### config.mk
export PLATFORM = sky130hd
export DESIGN_NAME = ntt_batch_mem_sequencer
export DESIGN_NICKNAME = d
export VERILOG_FILES = /design/src/rtl/ntt_batch_mem_sequencer.sv
export SDC_FILE = /design/constraint.sdc
export NUM_CORES = 1
export LEC_CHECK = 0
export CAP_MARGIN = 30
export CORE_AREA = 2 2 114 116
export DETAILED_ROUTE_END_ITERATION = 10
export DIE_AREA = 0 0 116 118
export PLACE_DENSITY = 0.77
export RECOVER_POWER = 100
export SLEW_MARGIN = 40
export SYNTH_ARGS = -nofsm -noshare
export SYNTH_HDL_FRONTEND = slang
export SYNTH_SLANG_ARGS = --single-unit
export TNS_END_PERCENT = 100
### constraint.sdc
create_clock -name clk -period 3.2 [get_ports clk]
set_clock_uncertainty 0.2 [all_clocks]
set_input_delay 0.64 -clock clk [delete_from_list [all_inputs] [get_ports clk]]
set_output_delay 0.64 -clock clk [all_outputs]
set_load 0.01 [all_outputs]
### src/rtl/ntt_batch_mem_sequencer.sv
// Memory-side sequencer for a batched SDF NTT core: streams NUM_POLY
// polynomials from BRAM into the core and writes results back reordered.
module ntt_batch_mem_sequencer #(
  parameter int LOGQ      = 64,
  parameter int LOGN      = 10,
  parameter int NUM_POLY  = 4,
  parameter int PW        = 2,
  parameter int START_DLY = 10,
  parameter int RD_LAT    = 2
) (
  input  logic                 clk,
  input  logic                 rst_n,
  input  logic                 start,
  input  logic [1:0]           order,
  output logic                 busy,
  output logic                 done,
  output logic                 rd_en,
  output logic [LOGN+PW-1:0]   rd_addr,
  input  logic [LOGQ-1:0]      rd_data,
  output logic                 wr_en,
  output logic [LOGN+PW-1:0]   wr_addr,
  output logic [LOGQ-1:0]      wr_data,
  output logic                 core_start,
  output logic                 core_in_valid,
  output logic [LOGQ-1:0]      core_in,
  input  logic                 core_out_valid,
  input  logic [LOGQ-1:0]      core_out
);

  localparam int AW    = LOGN + PW;
  localparam int CW    = LOGN + PW + 1;
  localparam int TOTAL = NUM_POLY << LOGN;
  localparam int DW    = $clog2(START_DLY + 1);

  localparam logic [CW-1:0] TOT_C  = CW'(TOTAL);
  localparam logic [AW-1:0] LAST_A = AW'(TOTAL - 1);
  localparam logic [DW-1:0] DLY_C  = DW'(START_DLY - 1);

  typedef enum logic [1:0] {
    IDLE,
    WAIT,
    STREAM,
    DRAIN
  } state_t;

  state_t            state_q;
  logic [1:0]        order_q;
  logic              busy_q;
  logic              done_q;
  logic              rd_en_q;
  logic [AW-1:0]     raddr_q;
  logic [DW-1:0]     dly_q;
  logic [CW-1:0]     wtot_q;
  logic [LOGN-1:0]   wcnt_q;
  logic [PW-1:0]     wpoly_q;
  logic [RD_LAT-1:0] vld_q;
  logic [RD_LAT-1:0] first_q;

  logic              wr_fire;
  logic [LOGN-1:0]   br;
  logic [LOGN-1:0]   map_d;

  assign wr_fire = core_out_valid & busy_q & (wtot_q < TOT_C);

  always_ff @(posedge clk or negedge rst_n) begin
    if (!rst_n) begin
      state_q <= IDLE;
      order_q <= 2'd0;
      busy_q  <= 1'b0;
      done_q  <= 1'b0;
      rd_en_q <= 1'b0;
      raddr_q <= '0;
      dly_q   <= '0;
      wtot_q  <= '0;
      wcnt_q  <= '0;
      wpoly_q <= '0;
    end else begin
      unique case (state_q)
        IDLE: begin
          if (start) begin
            state_q <= WAIT;
            order_q <= order;
            busy_q  <= 1'b1;
            dly_q   <= '0;
            raddr_q <= '0;
            wtot_q  <= '0;
            wcnt_q  <= '0;
            wpoly_q <= '0;
          end
        end
        WAIT: begin
          if (dly_q == DLY_C) begin
            state_q <= STREAM;
            rd_en_q <= 1'b1;
          end else begin
            dly_q <= dly_q + 1'b1;
          end
        end
        STREAM: begin
          if (raddr_q == LAST_A) begin
            rd_en_q <= 1'b0;
            state_q <= DRAIN;
          end else begin
            raddr_q <= raddr_q + 1'b1;
          end
        end
        DRAIN: begin
          // stay here through the done cycle so a start there is ignored
          if (done_q) begin
            done_q  <= 1'b0;
            state_q <= IDLE;
          end else if (wtot_q == TOT_C) begin
            done_q <= 1'b1;
            busy_q <= 1'b0;
          end
        end
        default: state_q <= IDLE;
      endcase
      if (wr_fire) begin
        wtot_q <= wtot_q + 1'b1;
        wcnt_q <= wcnt_q + 1'b1;
        if (&wcnt_q) begin
          wpoly_q <= wpoly_q + 1'b1;
        end
      end
    end
  end

  always_ff @(posedge clk or negedge rst_n) begin
    if (!rst_n) begin
      vld_q   <= '0;
      first_q <= '0;
    end else begin
      vld_q[0]   <= rd_en_q;
      first_q[0] <= rd_en_q & (raddr_q[LOGN-1:0] == '0);
      for (int i = 1; i < RD_LAT; i++) begin
        vld_q[i]   <= vld_q[i-1];
        first_q[i] <= first_q[i-1];
      end
    end
  end

  always_comb begin
    br = '0;
    for (int i = 0; i < LOGN; i++) begin
      br[i] = wcnt_q[LOGN-1-i];
    end
  end

  // negacyclic reflection: N - br wraps to 0 for br == 0 in LOGN bits
  always_comb begin
    map_d = wcnt_q;
    unique case (1'b1)
      (order_q == 2'd1): map_d = br;
      (order_q == 2'd2): map_d = LOGN'(0) - br;
      default:           map_d = wcnt_q;
    endcase
  end

  assign busy          = busy_q;
  assign done          = done_q;
  assign rd_en         = rd_en_q;
  assign rd_addr       = raddr_q;
  assign core_in_valid = vld_q[RD_LAT-1];
  assign core_start    = first_q[RD_LAT-1];
  assign core_in       = rd_data;
  assign wr_en         = wr_fire;
  assign wr_addr       = {wpoly_q, map_d};
  assign wr_data       = core_out;

endmodule

==> metrics.txt <==
status complete, but fails checks; failing checks capacitance limit, slew limit; category of the worst setup path capture point primary output; number of port buffers 35; number of buffers added by the clock tree synthesis step 5; post_cts resized 6; maximum number of pins on one net before global-route repair 33; Clock Tree Root sky130_fd_sc_hd__clkbuf_16; maxcap violations 1; average wire per cell in the routed design 16.0 microns; final setup fails 0; first-pass GRT wire length 15100 microns; final number of max-transition violations 33; highest routed metal layer met4; sequential fraction of the synthesis area 31.4%; met2 wire length 4420 microns; final critical-path share of the clock period 97.8%; standard-cell row count 41; flops & latches, synth 52; fraction of final layout cells sized beyond drive strength 1 7.54%; detailed-placement wirelength estimate 6710 microns; time the final worst path needs with I/O delays and setup 3130 ps; number of enable flip-flop cells after synthesis 0; hold crit path type flip-flop to flip-flop; number of I/O pins 292; Vias per Instance 5.44; M1 wire length 3540 microns; category of the most critical setup path flip-flop to primary output; critical path required time 2360 ps; Worst-Margin Slew 1720 ps; detailed-route via count 3101; Vert. Die Dim 118 microns; CTS tree done; r2r startpoint state_q[0]; nets in the synthesized netlist 636; Layout Area Growth over Synthesis -5.65%; Synth async-reset ratio 100%; maximum count of clock buffers along a single path 2; final RePlAce weighted congestion 0.867; detailed-route DRC error count 0; number of instances in the synthesized netlist 486; leading cell type in the layout, fill and taps excluded sky130_fd_sc_hd__dfrtp_1; count of unique library cells instantiated by Yosys 50; proportion of netlist area held by the largest area contributor 31.4%; quantity of hold-fixing buffers added after cts 0; total global-route track usage 13.5%; Leak 0.00171 uW; utilization after layout 31.5%; flop2flop setup slack 310 ps; worst endpoint data arrival time 2290 ps; largest driver fanout on the critical path 6; maximum vdd drop 0.393 mV; Overflow after GRT 0; timing endpoint of the critical path wr_addr[8]; mean instance size in the synthesized netlist 8.52 sq um; power density normalized to cell area 685 nW/um^2; first drt pass iteration count 4; count of H-tree levels built during CTS 2; Horiz. Die Dim 116 microns; initial antenna violation count 0; CP Launch Type flip-flop; post-layout worst setup margin 71.8 ps; DRC violation total after the first TritonRoute iteration 203; vias in the first global route 2914; achievable clock frequency 320 MHz; Die ar. 13700 sq um; Main synth FF type sky130_fd_sc_hd__dfrtp_1; routed wire length on met3 902 microns; initial cell density of the core 33.4%; setup tns final 0 ps; number of failing hold endpoints at the final stage 0; ANT cells 0; Place WS 197 ps; most used cells in the layout excluding fill and tap cells sky130_fd_sc_hd__dfrtp_1 (51), sky130_fd_sc_hd__o21ai_0 (39), sky130_fd_sc_hd__nand2_1 (38); ANT nets after route 0; max-slew headroom at the worst pin -15.0%; clock transition at the register clock pins on the worst setup and hold paths after CTS 70 ps; number of nets in the finished design 547; Yosys warnings 0; reg-to-reg critical path endpoint rd_addr[5]; area of the mapped netlist 4140 sq um; Post CTS Setup Buffer Count 0; RSZ-0062 raised after global routing false; clock insertion delay at the later pin of the skew report 290 ps; Floorplan Core Area 12400 sq um; clock sink total 52; largest area contributor in the netlist sky130_fd_sc_hd__dfrtp_1; Setup crit start wcnt_q[7]; top cells by area in the synthesized netlist sky130_fd_sc_hd__dfrtp_1 (31%), sky130_fd_sc_hd__buf_4 (23%), sky130_fd_sc_hd__ha_1 (4.8%), sky130_fd_sc_hd__o21ai_0 (4.6%), sky130_fd_sc_hd__nand2_1 (3.4%); total wirelength of the detailed-routed design 9120 microns; worst r2r path cells 6
## critical path, stage by stage, from the launching register on
cell and delay (ps):
sky130_fd_sc_hd__dfrtp_1 370, sky130_fd_sc_hd__or4_1 550, sky130_fd_sc_hd__clkbuf_2 190, sky130_fd_sc_hd__o31ai_1 340, sky130_fd_sc_hd__nand3b_1 130, sky130_fd_sc_hd__a22oi_1 140, sky130_fd_sc_hd__dlygate4sd2_1 280
## cell type report
class	instances	area [sq um]
fill	1332	8510
tap	172	215
timing repair buffer	52	437
multi-input combinational	267	1730
sequential	52	1300
inverter	19	71.3
clock buffer	8	146
## flip-flops by register name, summed over array words and instances (netlist names)
| register | flops |
|---|---|
| wpoly_q | 2 |
| first_q | 2 |
| rd_addr | 12 |
| busy | 1 |
| state_q | 2 |
| vld_q | 2 |
| order_q | 2 |
| wtot_q | 13 |
| done | 1 |
| wcnt_q | 10 |
| rd_en | 1 |
| dly_q | 4 |
## per-layer routing
layer | vias up | GRT usage [%]
li1 | 1404 | -
met3 | 44 | 4.12
met1 | 1471 | 17.0
met5 | - | 0
met4 | 0 | 5.28
met2 | 182 | 21.3
## worst min-delay path by stage
stage / from / endpoint / slack (ps) / depth (start not counted)
detailed placement: first_q[0] / first_q[1] / 140 / 0
finish: first_q[0] / first_q[1] / 160 / 0
floorplan: first_q[0] / first_q[1] / 130 / 0
global placement: first_q[0] / first_q[1] / 140 / 0
global route: vld_q[0] / vld_q[1] / 160 / 0
CTS: vld_q[0] / vld_q[1] / 160 / 0
## where the power goes
group	switching [uW]	leakage [uW]	internal, uW
Sequential	170	0.000673	792
Combinational	673	0.000967	501
Clock	229	0.0000712	313
Total	1070	0.00171	1600
## synthesized netlist by cell type (4+ instances only)
cell type and instances:
sky130_fd_sc_hd__buf_4 128, sky130_fd_sc_hd__dfrtp_1 52, sky130_fd_sc_hd__nand2_1 38, sky130_fd_sc_hd__o21ai_0 38, sky130_fd_sc_hd__inv_1 19, sky130_fd_sc_hd__a21oi_1 18, sky130_fd_sc_hd__clkbuf_1 16, sky130_fd_sc_hd__ha_1 16
sky130_fd_sc_hd__nand3_1 15, sky130_fd_sc_hd__nand4_1 13, sky130_fd_sc_hd__nor2_1 13, sky130_fd_sc_hd__mux2i_1 11, sky130_fd_sc_hd__nor4_1 8, sky130_fd_sc_hd__o31ai_1 8, sky130_fd_sc_hd__and3_1 7, sky130_fd_sc_hd__nor3_1 6
sky130_fd_sc_hd__a22oi_1 5, sky130_fd_sc_hd__nand2b_1 5, sky130_fd_sc_hd__o211ai_1 5, sky130_fd_sc_hd__a31o_2 4, sky130_fd_sc_hd__a31oi_1 4, sky130_fd_sc_hd__a32oi_1 4, sky130_fd_sc_hd__and2_1 4, sky130_fd_sc_hd__or3_1 4
## stage by stage
step                      instances  power, uW  hold WS (ps)  instance area (sq um)
after floorplan                 486       1890           131                   4140
after global placement          562       2130           145                   3780
after detailed placement        562       2190           138                   3780
after CTS                       570       2720           162                   3930
after global routing            570       2890           165                   3910
final                           570       2680           156                   3910
## cell families after synthesis
group                    share of synthesized area, %
adder cells (fa/ha/maj)                          4.84
XOR/XNOR                                        0.635
flip-flops                                       31.4
buffers and inverters                            27.0
AO/OA/AOI/OAI                                    15.5
multiplexers                                     3.48
AND/OR/NAND/NOR                                  17.1
Power figures use the tool's default switching activity.
